--- config.mk ---
export PLATFORM = sky130hd
export DESIGN_NAME = sm4_ck_stream
export DESIGN_NICKNAME = d
export VERILOG_FILES = /design/src/rtl/sm4_ck_stream.sv
export SDC_FILE = /design/constraint.sdc
export NUM_CORES = 1
export LEC_CHECK = 0
export CORE_MARGIN = 5
export CORE_UTILIZATION = 35
export DETAILED_ROUTE_END_ITERATION = 10
export PLACE_DENSITY_LB_ADDON = 0.3
export SKIP_CTS_REPAIR_TIMING = 1
export SYNTH_ARGS = -nofsm -noshare
export SYNTH_HDL_FRONTEND = slang
export SYNTH_SLANG_ARGS = --single-unit
--- constraint.sdc ---
create_clock -name clk -period 3.2 [get_ports clk]
set_clock_uncertainty 0.1 [all_clocks]
set_input_delay 0.96 -clock clk [delete_from_list [all_inputs] [get_ports clk]]
set_output_delay 0.96 -clock clk [all_outputs]
set_load 0.05 [all_outputs]
--- src/rtl/sm4_ck_stream.sv ---
// SM4 CK round-constant streamer: generates CK words arithmetically instead of
// from a table and hands them out over valid/ready, forward or reverse order.
module sm4_ck_stream #(
  parameter int ROUNDS = 32,
  parameter int STEP   = 7,
  parameter int CNT_W  = 5
) (
  input  logic             clk,
  input  logic             rst_n,
  input  logic             start_in,
  input  logic             reverse_in,
  input  logic             ck_ready_in,
  output logic             ck_valid_out,
  output logic [31:0]      ck_out,
  output logic [CNT_W-1:0] round_out,
  output logic             last_out,
  output logic             busy_out,
  output logic             done_out
);

  localparam logic [7:0] STEP1 = 8'(STEP);
  localparam logic [7:0] STEP2 = 8'(2 * STEP);
  localparam logic [7:0] STEP3 = 8'(3 * STEP);
  localparam logic [7:0] STEP4 = 8'(4 * STEP);
  localparam logic [7:0] REV_BASE = 8'(((ROUNDS - 1) * 4 * STEP) % 256);
  localparam logic [CNT_W-1:0] LAST_FWD = CNT_W'(ROUNDS - 1);

  typedef enum logic {IDLE, RUN} state_t;

  state_t           state_reg, state_next;
  logic [CNT_W-1:0] round_reg, round_next;
  logic [7:0]       base_reg, base_next;
  logic             dir_reg, dir_next;
  logic [31:0]      ck_reg, ck_next;
  logic             done_reg, done_next;

  logic             fire;
  logic             at_last;
  logic [7:0]       adv_base;
  logic [7:0]       start_base;

  // Byte k of the word is base + k*STEP, all wrapping mod 256.
  function automatic logic [31:0] ck_word(input logic [7:0] b);
    ck_word = {b, 8'(b + STEP1), 8'(b + STEP2), 8'(b + STEP3)};
  endfunction

  assign at_last    = dir_reg ? (round_reg == '0) : (round_reg == LAST_FWD);
  assign fire       = (state_reg == RUN) && ck_ready_in;
  assign adv_base   = dir_reg ? 8'(base_reg - STEP4) : 8'(base_reg + STEP4);
  assign start_base = reverse_in ? REV_BASE : 8'h00;

  always_ff @(posedge clk or negedge rst_n) begin
    if (!rst_n) begin
      state_reg <= IDLE;
      round_reg <= '0;
      base_reg  <= 8'h00;
      dir_reg   <= 1'b0;
      ck_reg    <= 32'h0;
      done_reg  <= 1'b0;
    end else begin
      state_reg <= state_next;
      round_reg <= round_next;
      base_reg  <= base_next;
      dir_reg   <= dir_next;
      ck_reg    <= ck_next;
      done_reg  <= done_next;
    end
  end

  always_comb begin
    state_next = state_reg;
    round_next = round_reg;
    base_next  = base_reg;
    dir_next   = dir_reg;
    ck_next    = ck_reg;
    done_next  = 1'b0;
    case (state_reg)
      IDLE: begin
        if (start_in) begin
          state_next = RUN;
          dir_next   = reverse_in;
          round_next = reverse_in ? LAST_FWD : '0;
          base_next  = start_base;
          ck_next    = ck_word(start_base);
        end
      end
      RUN: begin
        if (fire) begin
          if (at_last) begin
            // ck/round keep their final values once the stream ends.
            state_next = IDLE;
            done_next  = 1'b1;
          end else begin
            round_next = dir_reg ? round_reg - CNT_W'(1) : round_reg + CNT_W'(1);
            base_next  = adv_base;
            ck_next    = ck_word(adv_base);
          end
        end
      end
      default: state_next = IDLE;
    endcase
  end

  always_comb begin
    ck_valid_out = (state_reg == RUN);
    busy_out     = (state_reg == RUN);
    last_out     = (state_reg == RUN) && at_last;
    ck_out       = ck_reg;
    round_out    = round_reg;
    done_out     = done_reg;
  end

endmodule

After elaboration in Yosys (flattened, before gate mapping)
Index checks and enable logic that the tools add are counted.
{ "word_totals": {"register_bits": 48, "latch_bits": 0, "mem_bits_rw": 0, "rom_bits": 0, "in_bits": 5, "output_inout_bits": 41, "wordCells": 50, "mem_count": 0} }
{ "classes": {"n_addsub": 10, "mul": 0, "div_mod_pow": 0, "n_lt_le_gt_ge": 0, "eq_ne": 4, "n_shift": 0, "mux": 24, "bitwise": 1, "n_reduce_logical": 5} }
{ "op_table": {"columns": ["operator", "n"], "rows": [
  ["$mux W32", 3],
  ["$pmux W32 S2", 1],
  ["$mux W8", 4],
  ["$mux W5", 5],
  ["$add A8 B5 Y8 const B", 2],
  ["$pmux W8 S2", 1],
  ["$pmux W5 S2", 1],
  ["$add A7 B3 Y8 const B", 1],
  ["$add A7 B4 Y8 const B", 1],
  ["$add A7 B5 Y8 const B", 1],
  ["$add A8 B3 Y8 const B", 1],
  ["$add A8 B4 Y8 const B", 1],
  ["$sub A8 B5 Y8 const B", 1],
  ["$mux W1", 7],
  ["$mux W7", 1],
  ["$add A5 B1 Y5 const B", 1],
  ["$eq A5 B5 Y1 const B", 1],
  ["$logic_not A5 Y1", 1],
  ["$sub A5 B1 Y5 const B", 1],
  ["$ne A2 B2 Y1 const B", 2],
  ["$reduce_and A3 Y1", 1],
  ["$logic_and A1 B1 Y1", 2],
  ["$ne A2 B1 Y1 const B", 1],
  ["$pmux W1 S2", 1],
  ["2 further kinds", 2]
]} }

Depth between registers and ports, before layout
Gate-level depths: netlist of the first run.
{ "depth": {"depth_word": 6, "ltp_mapped": 10, "depth_no_buf": 9} }

Least setup slack after synthesis of the first run
OpenSTA, ideal clock, no wires.
{ "synth_path": {"path_type": "reg-to-output", "from": "register round_reg[0], in the netlist round_out[0]", "to": "output port last_out", "arrival_time_ps": 2023, "required_time_ps": 2140, "path_slack_ps": 117, "path_stages_with_launch": 5, "path_buffers": 0, "cell_sequence": "dfrtp_1 > or4_1 > or3_1 > o21ai_2 > and2_1"} }
{ "synth_via": {"elab_chain_len": 3, "elab_cells_between_ends": 4, "classes_between": "eq/ne: 1; mux: 1; reduce/logical: 2"} }
{ "synth_lines": {"columns": ["element", "line_no", "source"], "rows": [
  ["start: declaration", "31", "logic [CNT_W-1:0] round_reg, round_next;"],
  ["start signal: assignment", "62", "round_reg <= round_next;"],
  ["$eq A5 B5 Y1 / $logic_not A5 Y1 (equally long branches)", "47", "assign at_last = dir_reg ? (round_reg == '0) : (round_reg == LAST_FWD);"],
  ["$mux W1 (*)", "47", null],
  ["$logic_and A1 B1 Y1 (*)", "107", "last_out = (state_reg == RUN) && at_last;"],
  ["end: declaration", "16", "output logic last_out,"]
]} }
Every way passes the cells marked *; elsewhere a longest branch is shown, timed or not.

Worst setup path after layout of the first run
Ends and elaborated chain as after synthesis.

==> reports/metrics.cfg, run 1 <==
[routing]
dr.pass1.iters = 4
ant_nets = 0
drtIter0Drc = 57
wl_per_cell_um = 13.4
drt-total-wl_um = 4190
drcViolationCount = 0
num_vias = 1494
vias_per_cell = 4.79

[timing]
max_freq_ghz = 0.326
fin_crit_sh_pct = 95.9
relSlewSlack_pct = 65.4
fin_crit_ns = 3.07
hold_viol = 0
tightest_slew_ns = 0.517
rsz0062_at_grt = no
setup_viol = 0
slew_viol_final = 0
tns_ns = 0

[global_route]
grt_max_degree = 31
overflow = 0
grt_pass1_wl_um = 7130
antenna_found_initial = 0
grt_usage_pct = 12.8
first_global_vias = 1464

[synth]
synthFlopType = dfrtp_1
synth-xor-area-share_pct = 7.44
synth-seq-cells = 30
ys_top_cells_by_count = 30 x dfrtp_1, 24 x nand2_1, 15 x nor2_1, 13 x a21oi_1, 12 x xnor2_1
yosys.area.top_type_share_pct = 39.8
yosysMostFrequentCell = dfrtp_1
ys_types = 42
syn_area_um2 = 1880
post_synth_and_or_nand_nor_area_fraction_pct = 16.5
synth_top_family_by_area = simple AND/OR/NAND/NOR gates
synth.largest_area_cell = dfrtp_1
ys_warn_count = 0
async_flop_share_pct = 100
synth_compound_area_share_pct = 15.9
syn_inst = 202
ys_seq_area_share_pct = 39.8
ys_top_cells_by_area = dfrtp_1 40%, ha_1 7.3%, xnor2_1 5.6%
synthAdderAreaFrac_pct = 9.43
synth_mux_area_share_pct = 1.20
synth_edf_count = 0
avgSynthCellArea_um2 = 9.33

[cts]
clock_sinks = 30
clk_pin_slew_ns = 0.07
clockRootBuffer = clkbuf_8
clockBufferDepth = 2
worstSkewPairLatency_ns = 0.28
cts_tree = built
htreeDepth = 2
cts_buffers = 5

[setup_path]
path_max_fanout = 7
ff2ff_path_depth = 8
cp.arrival_ns = 2.01
worstReg2RegStart = dir_reg$_DFFE_PN0P_
end_kind = output pin
required_ns = 2.14
worstSetupStartpointType = flip-flop
path_class = reg -> out
regToRegEndpoint = ck_out[14]$_DFFE_PN0P_
ff2ff_setup_slack_ns = 0.62

[floorplan]
dieHeight_um = 83.4
fp.dieW_um = 83.4
io_pins = 46
initial_utilization_pct = 36.4
rows = 26
dieArea_um2 = 6950
design.core.area_um2 = 5170

[layout]
area_delta_synth_final_pct = 29.5
antennaDiodeCount = 0
seqCellArea_um2 = 751
multi_input_area_um2 = 967
fill_cells = 504
largest_reg_flops = 21
nNetsFinal = 260
drive_above_1_share_pct = 9.50

[hold_path]
whs_endpoint = ck_out[7]$_DFFE_PN0P_
min_path_type = reg -> reg
worstHoldPathCells = 2
min_from = ck_out[7]$_DFFE_PN0P_

[status]
status = complete, no violations

[flow_run]
cap_violations = 0

[placement]
gp_congestion = 0.795
place.port_buffers = 41
dp_hpwl_um = 3010

==> through the flow <==
stage	area, um2	instances	hold WS (ns)	util, %	setup slack, ns
final	2440	312	0.399	47.2	0.131
after floorplan	1900	205	0.521	-	0.117
after detailed placement	2320	305	0.370	44.9	0.254
after global placement	2320	305	0.361	44.9	0.316
after global routing	2440	312	0.419	47.2	0.0334
after CTS	2440	312	0.401	47.1	0.0838
==> worst max-delay path by stage <==
stage,cells after the start,slack [ns],end,start
2_1_floorplan,4,0.12,last_out,round_out[0]$_DFFE_PN0P_
3_3_place_gp,9,0.32,ck_out[14]$_DFFE_PN0P_,reverse_in
3_5_place_dp,9,0.25,ck_out[14]$_DFFE_PN0P_,reverse_in
4_1_cts,5,0.08,last_out,round_out[0]$_DFFE_PN0P_
5_1_grt,5,0.03,last_out,round_out[0]$_DFFE_PN0P_
6_report,5,0.13,last_out,round_out[0]$_DFFE_PN0P_
==> worst max-delay path, cell delays in order (launching register included) <==
cell and delay, ns:
dfrtp_1 0.44, or4_1 0.52, or3_1 0.33, o21ai_2 0.12, and2_4 0.20, buf_12 0.13
==> cells in the final DEF, fill, tap and decap left out, types with 3 or more instances in the layout <==
| master | n |
|---|---|
| a21oi_1 | 13 |
| o21ai_0 | 8 |
| o21ai_1 | 9 |
| nand3_1 | 3 |
| clkbuf_8 | 6 |
| xnor2_1 | 12 |
| nand2_1 | 24 |
| xor2_1 | 4 |
| clkdlybuf4s50_1 | 40 |
| dfrtp_1 | 30 |
| conb_1 | 4 |
| a21o_1 | 4 |
| buf_4 | 8 |
| ha_1 | 11 |
| nand2b_1 | 3 |
| inv_1 | 11 |
| or4_1 | 3 |
| nor2_1 | 15 |
==> logic make-up (layout without fill, tap and decap cells) <==
logic type	Yosys count	count (layout)
and+or+nand+nor	64	64
muxes	2	2
buffers and inverters	30	67
AOI/OAI and AO/OA	46	46
xor gates and xnor gates	16	16
other	1	4
adders and majority gates	13	13
DFF	30	30
==> final cells by class <==
class,count,area share [%]
clock inverters,1,1.23
repair buffers,49,19.7
multi-input cells,145,39.6
inverters,11,1.69
well taps,70,3.59
flip-flops and latches,30,30.8
clock buffers,6,3.38
==> routing by layer <==
metal / wire (um) / vias up / GRT usage, %
li1: - / 747 / -
met1: 2070 / 694 / 17.2
met2: 1800 / 49 / 18.5
met3: 270 / 4 / 5.05
met4: 48 / 0 / 4.46
met5: 0 / - / 0
Power of run 1 is left out: the tool's default activity adds up to more than one toggle a clock period on the data nets, which glitch-free logic cannot reach.
==> run 2, diff against run 1 <==
TNS_END_PERCENT = 5   (was unset)
==> results of run 2 <==
The final DEF is identical to that of run 1; final timing and power are the same.
Power of run 2 is left out for the same reason.
==> run 3, diff against run 2 <==
SETUP_SLACK_MARGIN = 0.5   (was unset)
==> reports/metrics.cfg, run 3 (synthesized netlist as in run 1, its figures left out) <==
[setup_path]
required_ns = 2.14  ; about the same
regToRegEndpoint = ck_out[7]$_DFFE_PN0P_  ; was ck_out[14]$_DFFE_PN0P_
cp.arrival_ns = 1.94  ; was 2.01 ns
ff2ff_path_depth = 8  ; unchanged
cp-startpoint = round_out[3]$_DFFE_PN0P_  ; was round_out[0]$_DFFE_PN0P_
worstReg2RegStart = dir_reg$_DFFE_PN0P_  ; unchanged
end_kind = output pin  ; unchanged
path_max_fanout = 4  ; was 7
worstSetupStartpointType = flip-flop  ; unchanged
ff2ff_setup_slack_ns = 0.53  ; was 0.62 ns
path_class = reg -> out  ; unchanged

[hold_path]
min_from = ck_out[4]$_DFFE_PN0P_  ; was ck_out[7]$_DFFE_PN0P_
worstHoldPathCells = 2  ; unchanged
whs_endpoint = ck_out[4]$_DFFE_PN0P_  ; was ck_out[7]$_DFFE_PN0P_
min_path_type = reg -> reg  ; unchanged

[layout]
nNetsFinal = 263  ; was 260
utilization_pct = 47.5  ; was 47.2%
largest_reg_flops = 21  ; unchanged
layout_common_cells = 40 x clkdlybuf4s50_1, 27 x dfrtp_1, 24 x nand2_1, 15 x nor2_1, 13 x a21oi_1  ; was 40 x clkdlybuf4s50_1, 30 x dfrtp_1, 24 x nand2_1, 15 x nor2_1, 13 x a21oi_1
area_delta_synth_final_pct = 30.4  ; was 29.5%
layout_commonest_cell = clkdlybuf4s50_1  ; unchanged
antennaDiodeCount = 0  ; unchanged
drive_above_1_share_pct = 12.2  ; was 9.50%

[routing]
dr.pass1.iters = 4  ; unchanged
ant_nets = 0  ; unchanged
wl_per_cell_um = 13.3  ; was 13.4 um
num_vias = 1516  ; was 1,494
drtIter0Drc = 65  ; was 57
drcViolationCount = 0  ; unchanged
vias_per_cell = 4.80  ; was 4.79
drt-total-wl_um = 4220  ; was 4190 um

[global_route]
first_global_vias = 1442  ; was 1,464
overflow = 0  ; unchanged
grt_max_degree = 31  ; unchanged
antenna_found_initial = 0  ; unchanged
grt_pass1_wl_um = 6960  ; was 7130 um
grt_usage_pct = 12.2  ; was 12.8%

[placement]
place.port_buffers = 41  ; unchanged
pre_cts_ws_ns = 0.261  ; was 0.254 ns
dp_hpwl_um = 3030  ; was 3010 um
gp_congestion = 0.803  ; was 0.795

[floorplan]
dieHeight_um = 83.4  ; unchanged
fp.dieW_um = 83.4  ; unchanged
rows = 26  ; unchanged
initial_utilization_pct = 36.4  ; unchanged
io_pins = 46  ; unchanged
dieArea_um2 = 6950  ; unchanged
design.core.area_um2 = 5170  ; unchanged

[cts]
clockRootBuffer = clkbuf_8  ; unchanged
clk_pin_slew_ns = 0.06  ; was 0.07 ns
cts_tree = built  ; unchanged
clock_sinks = 30  ; unchanged
worstSkewPairLatency_ns = 0.28  ; about the same
htreeDepth = 2  ; unchanged
clockBufferDepth = 2  ; unchanged
cts_buffers = 5  ; unchanged

[timing]
fin_crit_ns = 3.00  ; was 3.07 ns
tns_ns = 0  ; unchanged
setup_slack_ns = 0.195  ; was 0.131 ns
fin_crit_sh_pct = 93.9  ; was 95.9%
relSlewSlack_pct = 65.0  ; was 65.4%
slew_viol_final = 0  ; unchanged
max_freq_ghz = 0.333  ; was 0.326 GHz
rsz0062_at_grt = yes  ; was no
whs_ns = 0.386  ; was 0.399 ns
tightest_slew_ns = 0.524  ; was 0.517 ns
hold_viol = 0  ; unchanged
setup_viol = 0  ; unchanged

[status]
status = complete, no violations  ; unchanged

[flow_run]
cap_violations = 0  ; unchanged

run 3: per-stage QoR:
| stage | cell area (um2) | std cells |
|---|---|---|
| after floorplan | 1900 | 205 |
| after global placement | 2320 | 304 |
| after detailed placement | 2320 | 304 |
| after global routing | 2460 | 316 |
| final | 2460 | 316 |
| after CTS | 2410 | 312 |
run 3: worst max-delay path: stages, from the launching register on:
cell and delay, ns:
dfrtp_2 0.43, or4_1 0.51, or3_4 0.35, o21ai_4 0.08, and2_4 0.17, buf_12 0.13
run 3: cell type report:
type	instances	area, um2
Fill cell	533	2720
Clock buffer	7	86.3
Sequential cell	30	754
Tap cell	70	87.6
Timing Repair Buffer	52	503
Multi-Input combinational cell	145	980
Clock inverter	1	5.00
Inverter	11	41.3
run 3: worst max path at each step:
stage / to / slack [ns] / cells after the start
2_1_floorplan: last_out / 0.41 / 4
5_1_grt: last_out / 0.13 / 5
3_3_place_gp: ck_out[14]$_DFFE_PN0P_ / 0.31 / 9
3_5_place_dp: ck_out[14]$_DFFE_PN0P_ / 0.26 / 9
6_report: last_out / 0.20 / 5
4_1_cts: last_out / 0.13 / 5
run 3: routing by layer:
layer / part of all wire [%] / track usage [%] / vias up
met5: 0 / 0 / -
met4: 0.90 / 4.01 / 0
met3: 5.1 / 3.47 / 5
met2: 45 / 19.2 / 38
met1: 49 / 16.1 / 710
li1: - / - / 763
Power of run 3 is left out for the same reason.
